===== config.mk =====
export PLATFORM = sky130hd
export DESIGN_NAME = serial_adder
export DESIGN_NICKNAME = d
export VERILOG_FILES = /design/src/rtl/serial_adder.sv
export SDC_FILE = /design/constraint.sdc
export NUM_CORES = 1
export LEC_CHECK = 0
export CORE_MARGIN = 1.5
export CORE_UTILIZATION = 25
export DETAILED_ROUTE_END_ITERATION = 10
export SYNTH_ARGS = -nofsm -noshare
export SYNTH_HDL_FRONTEND = slang
export SYNTH_SLANG_ARGS = --single-unit

===== constraint.sdc =====
create_clock -name clk -period 1.3 [get_ports clk]
set_input_delay 0.325 -clock clk [delete_from_list [all_inputs] [get_ports clk]]
set_output_delay 0.325 -clock clk [all_outputs]
set_load 0.05 [all_outputs]

===== src/rtl/serial_adder.sv =====
// Bit-serial adder: one full-adder cell and a carry flip-flop add two WIDTH-bit
// operands LSB first, bracketed by a start/busy/done handshake.
module serial_adder #(
  parameter int WIDTH = 8
) (
  input  logic             clk,
  input  logic             rst,
  input  logic             start,
  input  logic [WIDTH-1:0] a,
  input  logic [WIDTH-1:0] b,
  input  logic             cin,
  output logic [WIDTH-1:0] sum,
  output logic             cout,
  output logic             busy,
  output logic             done
);

  localparam int CW = $clog2(WIDTH);

  typedef enum logic [1:0] {IDLE, SHIFT, DONE} state_t;

  state_t           state_reg;
  logic [WIDTH-1:0] a_reg;
  logic [WIDTH-1:0] b_reg;
  logic [WIDTH-1:0] acc_reg;
  logic [WIDTH-1:0] sum_reg;
  logic             carry_reg;
  logic             cout_reg;
  logic             busy_reg;
  logic             done_reg;
  logic [CW-1:0]    cnt_reg;

  logic s_bit;
  logic carry_next;

  always_comb begin
    s_bit      = a_reg[0] ^ b_reg[0] ^ carry_reg;
    carry_next = (a_reg[0] & b_reg[0]) | (carry_reg & (a_reg[0] ^ b_reg[0]));
  end

  always_ff @(posedge clk) begin
    if (rst) begin
      state_reg <= IDLE;
      a_reg     <= '0;
      b_reg     <= '0;
      acc_reg   <= '0;
      sum_reg   <= '0;
      carry_reg <= 1'b0;
      cout_reg  <= 1'b0;
      busy_reg  <= 1'b0;
      done_reg  <= 1'b0;
      cnt_reg   <= '0;
    end else begin
      case (state_reg)
        IDLE: begin
          if (start) begin
            a_reg     <= a;
            b_reg     <= b;
            carry_reg <= cin;
            cnt_reg   <= '0;
            busy_reg  <= 1'b1;
            state_reg <= SHIFT;
          end
        end
        SHIFT: begin
          a_reg     <= a_reg >> 1;
          b_reg     <= b_reg >> 1;
          acc_reg   <= {s_bit, acc_reg[WIDTH-1:1]};
          carry_reg <= carry_next;
          cnt_reg   <= cnt_reg + 1'b1;
          // Final bit: publish the whole word at once so no partial sum is visible.
          if (cnt_reg == CW'(WIDTH - 1)) begin
            sum_reg   <= {s_bit, acc_reg[WIDTH-1:1]};
            cout_reg  <= carry_next;
            done_reg  <= 1'b1;
            state_reg <= DONE;
          end
        end
        DONE: begin
          done_reg  <= 1'b0;
          busy_reg  <= 1'b0;
          state_reg <= IDLE;
        end
        default: begin
          done_reg  <= 1'b0;
          busy_reg  <= 1'b0;
          state_reg <= IDLE;
        end
      endcase
    end
  end

  assign sum  = sum_reg;
  assign cout = cout_reg;
  assign busy = busy_reg;
  assign done = done_reg;

endmodule


=== After elaboration in Yosys (flattened, before gate mapping) ===
Cells that the tools add are included.

* Bitwise operators: 7
* Reduce and logical (&&, ||, !) cells: 7
* $add $sub $neg: 1
* Mux-type cells: 15
* Eq/ne operators: 4

{| class="wikitable"
|+ Operator list
! kind !! number
|-
| 8-bit one-hot mux with 2 select lines || 2
|-
| 8-bit 2-to-1 mux || 2
|-
| 2-bit AND reduction || 5
|-
| 1-bit one-hot mux with 2 select lines || 3
|-
| 3-bit one-hot mux with 2 select lines || 1
|-
| 2-bit 2-to-1 mux || 2
|-
| 2-bit != test (second input constant) || 2
|-
| 2-bit one-hot mux with 2 select lines || 1
|-
| 3-bit by 1-bit adder with 3-bit output (second input constant) || 1
|-
| 3-bit == test (second input constant) || 1
|-
| 1-bit 2-to-1 mux || 3
|-
| 3-bit 2-to-1 mux || 1
|-
| 1-bit bitwise AND || 2
|-
| 2-bit by 1-bit == test with 1-bit output (second input constant) || 1
|-
| 2-bit logical NOT || 1
|-
| 1-bit NOT || 2
|-
| 2-bit nonzero test || 1
|-
| 1-bit bitwise XOR || 2
|-
| 1-bit bitwise OR || 1
|}

* Output and inout port bits: 11
* Logic and storage cells: 44
* Flip-flop bits (word level): 41
* Bits of input ports: 20

=== Logic depth before layout (Yosys ltp) ===
Gate-level depths: netlist of the first run.

* Depth in word-level cells: 4
* Depth in mapped cells: 6
* Mapped depth without buffers: 5

=== Least setup slack after synthesis of the first run ===
OpenSTA, ideal clock, no wires.

* Path kind: register -> register
* From: register cnt_reg[0]
* To: register state_reg[0]
* Cell stages (with the launch flop): 7
* Arrival time: 1.139 ns
* Path buffers: 1
* Setup slack: 0.039 ns
* Required time: 1.178 ns
* Setup time: 0.122 ns
* Cells stage by stage: dfxtp_1 > ha_1 > ha_1 > clkbuf_1 > inv_1 > a21oi_1 > nor3_1

* Cells in the longest elaborated chain, start to end: 3

{| class="wikitable"
|+ Ends and longest elaborated chain
! item !! RTL line !! text
|-
| start, declared || 31 || <nowiki>logic [CW-1:0] cnt_reg;</nowiki>
|-
| start signal, assigned || 70 || <nowiki>cnt_reg <= cnt_reg + 1'b1;</nowiki>
|-
| 3-bit == test || 72 || <nowiki>if (cnt_reg == CW'(WIDTH - 1)) begin</nowiki>
|-
| 2-bit != test (no line) || -- ||
|-
| 2-bit AND reduction (no line) || -- ||
|-
| end signal, assigned || 76 || <nowiki>state_reg <= DONE;</nowiki>
|-
| end signal, assigned || 82 || <nowiki>state_reg <= IDLE;</nowiki>
|-
| end signal, assigned || 87 || <nowiki>state_reg <= IDLE;</nowiki>
|-
| end, declared || 22 || <nowiki>state_t state_reg;</nowiki>
|}

No other way between the ends.
A chain may end at the register's enable or synchronous reset.

=== Final worst setup path of the first run ===
Same ends and word-level chain as after synthesis.

==> impl_metrics.ini, run 1 <==
[place]
gp_congestion = 0.729
dp_hpwl_um = 2320
io_buffer_count = 30

[layout]
area_growth_pct = 40.1
final_core_util = 0.366
nFillCells = 629
drive_above_1_share = 0.256
fin_nets = 233
diodes = 0

[yosys]
ys_top_cells_by_count = dfxtp_1, nand2_1, a21oi_1
ys_async_sr_fraction = 0
synth_ff_type = dfxtp_1
netlist.area_leader.share = 0.477
synth.avg_cell_area_um2 = 9.60
synthesis.instances = 175
synthTopCellsByArea = dfxtp_1, o221a_1, a21oi_2, a21oi_1, nand2_1
synth_seq_cells = 40
syn_area_mm2 = 0.00168
syn_nets = 198
yosysMostFrequentCell = dfxtp_1
yosysSeqAreaShare = 0.477
yosysWarnings = 0
yosysTopAreaCell = dfxtp_1
synth_edf_count = 0
synth_cell_types = 26

[clock_network]
cts_buffers = 5
root_buffer = clkbuf_8
cts_tree = done
htreeDepth = 2
clock_path_buffers = 2
clock-sinks = 40
postCtsHoldBufs = 0
path_clk_slew_ps = 80
clock_latency_ps = 290

[critical_path]
r2r_cells = 6
rrSetupSlack_ps = 60
cp-end-kind = flop
required_ps = 1500
worst_setup_path_start_kind = flop
slowest_delay_ps = 320
cp-endpoint = state_reg[0]
critPathSlowestCell = dfxtp_1
crit_top_cell = ha_1
cp.arrival_ps = 1440
critPathMaxFanout = 10
path_cells = ha_1, ha_1, buf_4, inv_1, a21oi_1, nor3_1
timing.rr.end = state_reg[0]
critPathLaunch = cnt_reg[0]
critPathKind = flop to flop
r2r-start = cnt_reg[0]

[status]
violations = DRC
status = complete, but fails checks

[sta]
rsz0062_at_grt = true
fmax_mhz = 809
min_period_over_period = 0.951
hold_viol = 0
worst_pin_slew_ps = 273
finalSetupTns_ps = 0
relSlewSlack = 0.818
drv_slew = 0
fin_skew_ps = 6.67
finalSetupViolations = 0
post-route-min-period_ps = 1240

[floorplan]
fp.dieH_um = 85.0
core_mm2 = 0.00642
dieArea_mm2 = 0.00722
initial_core_util = 0.262
ioPinCount = 31
rows = 29
fp.dieW_um = 85.0

[global_routing]
track_usage = 0.102
grt_pass1_wl_um = 5870
antenna_found_initial = 0
grt-ovfl-total = 0
grt_start_max_net_pins = 41
grt_pass1_vias = 1249

[detailed_routing]
ant_nets = 0
route.detailed.drc = 2
wirelength_um = 3520
drt_iter0_drc = 96
route.detailed.wl_per_inst_um = 12.2
viasPerCell = 4.55
first_pass_iters = 7
via_count = 1311

[run]
cap_violations = 0

[power_and_ir_drop]
ir_worst_vdd_mv = 0.529
power.leakage_nw = 0.873
power_density_mw_per_mm2 = 1180

[min_path]
hold_path.class = flop to flop
-- per-layer routing --
metal | share of wire | vias up | track usage
met1 | 0.48 | 607 | 0.141
li1 | - | 671 | -
met3 | 0.050 | 5 | 0.0214
met5 | 0 | - | 0
met4 | 0.010 | 0 | 0.0358
met2 | 0.46 | 28 | 0.157
-- metrics by stage --
step / power, W / hold slack (ps) / std cells / area, um2 / worst slack, ps
floorplan: 0.00159 / 437 / 175 / 1680 / 39.1
global placement: 0.00171 / 446 / 278 / 2190 / -460
detailed placement: 0.00171 / 460 / 278 / 2190 / -470
CTS: 0.00279 / 471 / 286 / 2320 / 18.5
global route: 0.00290 / 495 / 288 / 2350 / -71.0
finish: 0.00277 / 470 / 288 / 2350 / 64.1
-- how the worst min path moves through the flow --
stage | startpoint | to | slack, ps | depth (start not counted)
after floorplan | acc_reg[1] | acc_reg[1] | 440 | 2
after global placement | acc_reg[1] | acc_reg[1] | 450 | 2
after detailed placement | acc_reg[6] | acc_reg[5] | 460 | 2
after CTS | acc_reg[6] | acc_reg[5] | 470 | 2
after global routing | acc_reg[5] | acc_reg[5] | 490 | 2
final | acc_reg[6] | acc_reg[5] | 470 | 2
-- layout make-up --
| class | count | area, um2 | share of cell area |
|---|---|---|---|
| multi-input combinational | 107 | 734 | 0.312 |
| clock inverter | 2 | 38.8 | 0.0165 |
| sequential | 40 | 803 | 0.341 |
| inverter | 16 | 60.1 | 0.0255 |
| clock buffer | 6 | 82.6 | 0.0351 |
| tap | 77 | 96.3 | 0.0409 |
| timing repair buffer | 40 | 538 | 0.229 |
-- critical path: cells and delay by family, from the launching register on --
family | cells | cell delay [ps]
AO/OA/AOI/OAI | 1 | 60
adder cells (fa/ha/maj) | 2 | 390
buffers and inverters | 2 | 240
flip-flops | 1 | 320
AND/OR/NAND/NOR | 1 | 150
-- cells by family (layout without fill, tap and decap cells) --
kind of cell,after synthesis,count (layout),share of synthesized area
muxes,2,2,0.0119
buffers and inverters,29,64,0.0975
DFF,40,40,0.477
AOI/OAI and AO/OA,52,52,0.245
adders and majority gates,3,3,0.0268
and+or+nand+nor,49,50,0.142
-- cells in the final DEF, fill, tap and decap left out --
master,n
a21oi_1,20
a21oi_2,12
a22oi_1,4
buf_12,15
buf_4,6
bufinv_16,1
clkbuf_8,6
clkdlybuf4s50_1,18
clkinv_4,1
dfxtp_1,38
dfxtp_2,2
dlymetal6s2s_1,1
fa_1,1
ha_1,2
inv_1,16
mux2i_1,2
nand2_1,22
nand2b_1,1
nand2b_2,1
nand2b_4,1
nand3_1,8
nand3b_2,1
nor2_1,9
nor2_4,1
nor2b_4,2
nor3_1,3
nor3b_1,1
o21bai_1,1
o221a_1,10
o221a_2,5
-- timing repair --
action | CTS | global route
endpoints found under the setup margin | 15 | 30
cloned | 0 | 1
buffers inserted | 0 | 1
pin swaps | 0 | 1
gates resized for setup | 2 | 3
-- power breakdown --
group	internal [W]	switching, W
logic	0.000198	0.000174
registers	0.00129	0.0000436
clock network	0.000628	0.000438
Note: power is estimated with default switching activity, not from simulation.
==> run 2, diff against run 1 <==
- CTS_CLUSTER_SIZE: default -> 25
==> results of run 2 <==
Final layout, timing and power as in run 1 (identical DEF).
